<file path="src/rtl/mem_port_arbiter.sv">
// rtl/mem_port_arbiter.sv - two-requester (IF / LS) arbiter for the single Ram port
//
// Purpose:
//   Shares the core's single 32-bit Ram port between instruction fetch (IF)
//   and load/store (LS). Owns the Ram address, write-enable and write-data
//   buses; returns read data plus a one-cycle ack to the granted requester.
//
// Ports:
//   clk, rst_n                  clock, asynchronous active-low reset
//   if_req/if_addr              fetch request (held until if_ack) and address
//   if_ack/if_rdata             one-cycle fetch-done pulse and fetched word
//   ls_req/ls_we/ls_addr/ls_wdata  load/store request (held until ls_ack)
//   ls_ack/ls_rdata             one-cycle access-done pulse and loaded word
//   mem_addr/mem_we/mem_wdata   to Ram
//   mem_rdata                   from Ram, valid MEM_LATENCY cycles after ISSUE
//   busy                        arbiter not IDLE
//   owner                       0 = IF, 1 = LS; owner of current/last transaction
//
// Configuration:
//   MEM_PORT_ARB_RR_EN          defined: round-robin on simultaneous requests
//                               undefined: fixed priority, LS over IF
//
// MEM_LATENCY legal range is 1..4; the wait counter is two bits wide.

module mem_port_arbiter #(
  parameter int MEM_LATENCY = 1,
  parameter int ADDR_W      = 32,
  parameter int DATA_W      = 32
) (
  input  logic              clk,
  input  logic              rst_n,
  input  logic              if_req,
  input  logic [ADDR_W-1:0] if_addr,
  output logic              if_ack,
  output logic [DATA_W-1:0] if_rdata,
  input  logic              ls_req,
  input  logic              ls_we,
  input  logic [ADDR_W-1:0] ls_addr,
  input  logic [DATA_W-1:0] ls_wdata,
  output logic              ls_ack,
  output logic [DATA_W-1:0] ls_rdata,
  output logic [ADDR_W-1:0] mem_addr,
  output logic              mem_we,
  output logic [DATA_W-1:0] mem_wdata,
  input  logic [DATA_W-1:0] mem_rdata,
  output logic              busy,
  output logic              owner
);

  typedef enum logic [1:0] {
    S_IDLE  = 2'd0,
    S_ISSUE = 2'd1,
    S_WAIT  = 2'd2,
    S_RESP  = 2'd3
  } state_t;

  // Cycles spent in WAIT after ISSUE before mem_rdata is captured.
  localparam logic [1:0] LAT_M1 = 2'(MEM_LATENCY - 1);

  state_t              state_q,     state_d;
  logic [1:0]          cnt_q,       cnt_d;
  logic                owner_q,     owner_d;
  logic                busy_q,      busy_d;
  logic [ADDR_W-1:0]   mem_addr_q,  mem_addr_d;
  logic                mem_we_q,    mem_we_d;
  logic [DATA_W-1:0]   mem_wdata_q, mem_wdata_d;
  logic                if_ack_q,    if_ack_d;
  logic                ls_ack_q,    ls_ack_d;
  logic [DATA_W-1:0]   if_rdata_q,  if_rdata_d;
  logic [DATA_W-1:0]   ls_rdata_q,  ls_rdata_d;

  logic                grant_ls;

`ifdef MEM_PORT_ARB_RR_EN
  // 1 = LS was granted last, 0 = IF was granted last (reset value).
  logic                last_ls_q,   last_ls_d;

  // On contention the requester that was not granted last wins;
  // a lone requester always wins.
  assign grant_ls = ls_req && (!if_req || !last_ls_q);
`else
  assign grant_ls = ls_req;
`endif

  always_comb begin
    state_d     = state_q;
    cnt_d       = cnt_q;
    owner_d     = owner_q;
    busy_d      = busy_q;
    mem_addr_d  = mem_addr_q;
    mem_we_d    = mem_we_q;
    mem_wdata_d = mem_wdata_q;
    if_ack_d    = 1'b0;
    ls_ack_d    = 1'b0;
    if_rdata_d  = if_rdata_q;
    ls_rdata_d  = ls_rdata_q;
`ifdef MEM_PORT_ARB_RR_EN
    last_ls_d   = last_ls_q;
`endif

    case (state_q)
      S_IDLE: begin
        // Requests are only looked at here; everything the transaction
        // needs is latched now so later changes on the request side are
        // ignored.
        if (if_req || ls_req) begin
          owner_d     = grant_ls;
          mem_addr_d  = grant_ls ? ls_addr : if_addr;
          mem_we_d    = grant_ls && ls_we;
          mem_wdata_d = grant_ls ? ls_wdata : '0;
          busy_d      = 1'b1;
          state_d     = S_ISSUE;
`ifdef MEM_PORT_ARB_RR_EN
          last_ls_d   = grant_ls;
`endif
        end
      end

      S_ISSUE: begin
        // Write enable is only ever high for this single cycle.
        mem_we_d = 1'b0;
        if (mem_we_q) begin
          // Store: nothing to wait for; ack goes out in RESP.
          ls_ack_d = owner_q;
          if_ack_d = !owner_q;
          state_d  = S_RESP;
        end else begin
          cnt_d   = LAT_M1;
          state_d = S_WAIT;
        end
      end

      S_WAIT: begin
        if (cnt_q == 2'd0) begin
          if (owner_q) begin
            ls_rdata_d = mem_rdata;
          end else begin
            if_rdata_d = mem_rdata;
          end
          ls_ack_d = owner_q;
          if_ack_d = !owner_q;
          state_d  = S_RESP;
        end else begin
          cnt_d = cnt_q - 2'd1;
        end
      end

      S_RESP: begin
        // Ack is visible this cycle; return to IDLE so a new request is
        // sampled there, never in the same cycle as the ack.
        busy_d  = 1'b0;
        state_d = S_IDLE;
      end

      default: begin
        busy_d   = 1'b0;
        mem_we_d = 1'b0;
        state_d  = S_IDLE;
      end
    endcase
  end

  always_ff @(posedge clk or negedge rst_n) begin
    if (!rst_n) begin
      state_q     <= S_IDLE;
      cnt_q       <= 2'd0;
      owner_q     <= 1'b0;
      busy_q      <= 1'b0;
      mem_addr_q  <= '0;
      mem_we_q    <= 1'b0;
      mem_wdata_q <= '0;
      if_ack_q    <= 1'b0;
      ls_ack_q    <= 1'b0;
      if_rdata_q  <= '0;
      ls_rdata_q  <= '0;
`ifdef MEM_PORT_ARB_RR_EN
      last_ls_q   <= 1'b0;
`endif
    end else begin
      state_q     <= state_d;
      cnt_q       <= cnt_d;
      owner_q     <= owner_d;
      busy_q      <= busy_d;
      mem_addr_q  <= mem_addr_d;
      mem_we_q    <= mem_we_d;
      mem_wdata_q <= mem_wdata_d;
      if_ack_q    <= if_ack_d;
      ls_ack_q    <= ls_ack_d;
      if_rdata_q  <= if_rdata_d;
      ls_rdata_q  <= ls_rdata_d;
`ifdef MEM_PORT_ARB_RR_EN
      last_ls_q   <= last_ls_d;
`endif
    end
  end

  assign mem_addr  = mem_addr_q;
  assign mem_we    = mem_we_q;
  assign mem_wdata = mem_wdata_q;
  assign if_ack    = if_ack_q;
  assign ls_ack    = ls_ack_q;
  assign if_rdata  = if_rdata_q;
  assign ls_rdata  = ls_rdata_q;
  assign busy      = busy_q;
  assign owner     = owner_q;

endmodule

</file>
<file path="config.mk">
export PLATFORM = sky130hd
export DESIGN_NAME = mem_port_arbiter
export DESIGN_NICKNAME = d
export VERILOG_FILES = /design/src/rtl/mem_port_arbiter.sv
export SDC_FILE = /design/constraint.sdc
export NUM_CORES = 1
export LEC_CHECK = 0
export CELL_PAD_IN_SITES_DETAIL_PLACEMENT = 1
export CELL_PAD_IN_SITES_GLOBAL_PLACEMENT = 1
export CORE_MARGIN = 5
export CORE_UTILIZATION = 31
export DETAILED_ROUTE_END_ITERATION = 7
export GPL_TIMING_DRIVEN = 0
export PLACE_DENSITY = 0.92
export SETUP_SLACK_MARGIN = 0.4
export SLEW_MARGIN = 25
export SYNTH_ARGS = -nofsm -noshare
export SYNTH_HDL_FRONTEND = slang
export SYNTH_SLANG_ARGS = --single-unit
</file>
<file path="constraint.sdc">
create_clock -name clk -period 2.3 [get_ports clk]
set_input_delay 0.46 -clock clk [delete_from_list [all_inputs] [get_ports clk]]
set_output_delay 0.46 -clock clk [all_outputs]
set_load 0.03 [all_outputs]
</file>
==> summary.md <==
| Metric | Value |
|---|---|
| Final WL | 18,600 um |
| Std-Cell Core Area | 18,000 um^2 |
| Clk_lat worst skew | 0.42 ns |
| Hold Path Class | reg -> reg |
| Clock power share | 20.9% |
| #FFs+latches synth | 137 |
| Clock Path Buffers | 2 |
| Number of DRC markers in iteration 0 | 125 |
| First-pass GRT wire length | 29,400 um |
| Slew Viols, Final | 0 |
| Synthesized instance count | 469 |
| Logic pwr share | 48.5% |
| Placer Congestion | 0.751 |
| Final Non-Filler Cells | 996 |
| Fin util | 50.5% |
| Share of layout cells above drive strength 1 | 16.8% |
| # IOs | 266 |
| R2r endpoint | ls_rdata[5] |
| P&R area growth vs syn | 60.8% |
| CTS HTree Levels | 4 |
| Final Hold Fails | 0 |
| Mapped Area | 5650 um^2 |
| Clk_skew | 0.0118 ns |
| Sequential cell area | 3430 um^2 |
| R2R Path Start | state_q[0] |
| Area of the multi-input gates | 2050 um^2 |
| GRT Total Usage | 17.6% |
| Syn Area/Cell | 12.0 um^2 |
| # placed instances | 963 |
| Int Power | 7.61 mW |
| CP Launch Type | register |
| Gr ovfl total | 0 |
| Hold Path Sink | mem_wdata[1] |
| P per Cell Area | 1500 nW/um^2 |
| Routed Antenna Nets | 0 |
| Switching power | 5.97 mW |
| Hold path depth | 2 |
| Syn_nets | 610 |
| Fillers | 1,921 |
| DP Wirelength | 14,600 um |
| Buffers added on ports | 264 |
| Syn. warnings | 0 |
| Min Clock Period, post-route | 1.79 ns |
| Vias in the first global route | 5,181 |
| Worst Path Arrival | 2.07 ns |
| Wire length per cell | 18.7 um |
| Largest net degree at the start of global routing | 90 |
| Worst hold slack | 0.459 ns |
| Initial core utilization | 31.4% |
| Bufs and invs on worst path | 2 |
| Switch share | 44.0% |
| Maxcap violations | 0 |
| Largest fanout on the critical path | 10 |
| Critical Path, Cell by Cell | inv_1, ha_1, nand3_2, clkbuf_4, mux2_2 |
| Delay-heaviest family, CP | flip-flops |
| Critical Path Slowest Stage Cell | dfrtp_1 |
| Nets@finish | 895 |
| Max incr delay on CP | 0.43 ns |
| Clock slew at reported path FFs | 0.07 ns |
| Die area | 21,000 um^2 |
| Initial antenna violation count | 0 |
| CTS Root Cell | clkbuf_16 |
| R2R depth | 5 |
| LEAKAGE | 4.40 nW |
| CTS buffer count | 17 |
| CP Capture Type | register |
| CP Class | reg -> reg |
| Final setup viols | 0 |
| DRT Pass-1 Iters | 4 |
| Outcome | complete, no violations |
| Die Wd | 145 um |
| Drt drc | 0 |
| Hold_sp | mem_wdata[1] |
| TritonCTS Sinks | 137 |
| Ratio of final minimum period to clock period | 77.7% |
| CTS tree | done |
| Normalized max-slew margin | 67.7% |
| Worst EP required | 2.59 ns |
| Worst R2R Setup Slack | 0.51 ns |
| VDD IR-drop max | 722 uV |
| Ant diodes | 0 |
| RSZ-0062 raised after global routing | false |
| Unique masters post-synth | 22 |
| Sequential share of power | 30.7% |
| Crit path depth | 5 |
| Slew at the pin closest to its max-slew limit | 0.484 ns |
| Die height | 145 um |
| Register area share after synthesis | 60.7% |
| Routed vias | 4,683 |
| F_max | 0.560 GHz |
| Setup TNS | 0 ns |
| Vias per cell | 4.70 |
| Rows | 49 |
power by group through the flow:
stage	combinational, mW	clock, mW	sequential [mW]
after floorplan	1.89	0	6.39
after global placement	7.23	0	4.17
after detailed placement	7.44	0	4.27
after CTS	6.68	2.92	4.18
after global routing	7.05	3.03	4.31
final	6.58	2.83	4.16
layout make-up:
cell class                      instances  share of cell area (%)
Buffer                                 28                    1.79
Clock buffer                           17                    4.69
Clock inverter                         15                    1.97
Inverter                                7                   0.289
Multi-Input combinational cell        297                    22.6
Sequential cell                       137                    37.8
Tap cell                              229                    3.16
Timing Repair Buffer                  266                    27.8
layout by cell type, fill, tap and decap left out:
| cell | synthesis | final |
|---|---|---|
| buf_8 | 0 | 1 |
| mux2_2 | 66 | 66 |
| nand3b_1 | 2 | 2 |
| a2bb2oi_1 | 1 | 1 |
| clkbuf_2 | 0 | 3 |
| clkdlybuf4s50_1 | 0 | 130 |
| nor2_1 | 4 | 4 |
| clkinvlp_4 | 0 | 2 |
| buf_16 | 0 | 1 |
| a21oi_1 | 1 | 1 |
| clkbuf_16 | 0 | 17 |
| nand3_1 | 34 | 32 |
| o311a_1 | 1 | 1 |
| nand2b_1 | 1 | 1 |
| mux2i_1 | 34 | 34 |
| inv_8 | 0 | 3 |
| nor2b_1 | 3 | 3 |
| a211oi_1 | 1 | 1 |
| dlygate4sd3_1 | 0 | 1 |
| inv_1 | 7 | 7 |
| o21ai_0 | 35 | 35 |
| o311ai_0 | 2 | 2 |
| clkbuf_4 | 0 | 2 |
| buf_4 | 7 | 8 |
| nor3b_1 | 1 | 1 |
| nand2_1 | 102 | 102 |
| clkbuf_1 | 5 | 2 |
| dlygate4sd2_1 | 0 | 133 |
| bufinv_16 | 0 | 2 |
| ha_1 | 8 | 8 |
| inv_6 | 0 | 6 |
| clkinv_4 | 0 | 2 |
| buf_2 | 16 | 13 |
| dfrtp_1 | 137 | 137 |
| o21ai_4 | 1 | 1 |
| nand3_2 | 0 | 2 |
layer usage:
metal | vias up | part of all wire, % | global-route usage, %
li1 | 2171 | - | -
met3 | 21 | 8.2 | 6.98
met2 | 195 | 51 | 30.9
met4 | 0 | 1.4 | 4.52
met1 | 2296 | 39 | 20.0
met5 | - | 0 | 0
per-stage QoR:
stage	power (mW)	instance area [um^2]	setup slack, ns
2_1_floorplan	8.29	5650	0.716
3_3_place_gp	11.4	8570	-4.90
3_5_place_dp	11.7	8610	0.269
4_1_cts	13.8	9060	0.359
5_1_grt	14.4	9080	0.413
6_report	13.6	9080	0.514
worst max-delay path by stage:
stage	startpoint	slack, ns	to
finish	state_q[0]	0.51	ls_rdata[5]
CTS	state_q[0]	0.36	ls_rdata[13]
global route	state_q[1]	0.41	mem_wdata[24]
global placement	rst_n	-4.90	mem_wdata[12]
detailed placement	if_req	0.27	mem_wdata[7]
floorplan	state_q[0]	0.72	ls_rdata[10]
worst reg2reg max path: stages, from the launching register on:
cell and delay (ns):
dfrtp_1 0.43, inv_1 0.14, ha_1 0.30, nand3_2 0.18
clkbuf_4 0.26, mux2_2 0.36
flip-flops by register name, indices dropped and copies added, names as in the netlist:
| register | cells |
|---|---|
| busy | 1 |
| cnt_q | 2 |
| if_ack | 1 |
| if_rdata | 32 |
| ls_ack | 1 |
| ls_rdata | 32 |
| mem_addr | 32 |
| mem_wdata | 32 |
| mem_we | 1 |
| owner | 1 |
| state_q | 2 |
Yosys cell counts:
cell	count	area [um^2]
mux2i_1	34	340
o21ai_4	1	16.3
nand2_1	102	383
nand3_1	34	170
ha_1	8	100
nor2_1	4	15.0
nand3b_1	2	15.0
buf_2	16	80.1
o311a_1	1	10.0
nor3b_1	1	7.51
buf_4	7	52.6
a2bb2oi_1	1	8.76
nor2b_1	3	18.8
dfrtp_1	137	3430
a211oi_1	1	7.51
clkbuf_1	5	18.8
nand2b_1	1	6.26
o21ai_0	35	175
inv_1	7	26.3
o311ai_0	2	17.5
mux2_2	66	743
a21oi_1	1	5.00
what timing repair did:
item / in CTS / in global routing
setup buffers: 0 / 0
endpoints found under the hold margin: 48 / 0
resized for setup: 134 / 10
hold buffers: 1 / 0
setup endpoints to repair: 164 / 80
cell families (layout without fill, tap and decap cells):
logic type / count (synthesis) / in the layout / share of synthesized area [%]
flops: 137 / 137 / 60.7
buf+inv: 35 / 333 / 3.15
fa+ha+maj: 8 / 8 / 1.77
mux: 100 / 100 / 19.2
compound gates: 42 / 42 / 4.26
simple gates: 147 / 147 / 10.9
Note: power is estimated with default switching activity, not from simulation.
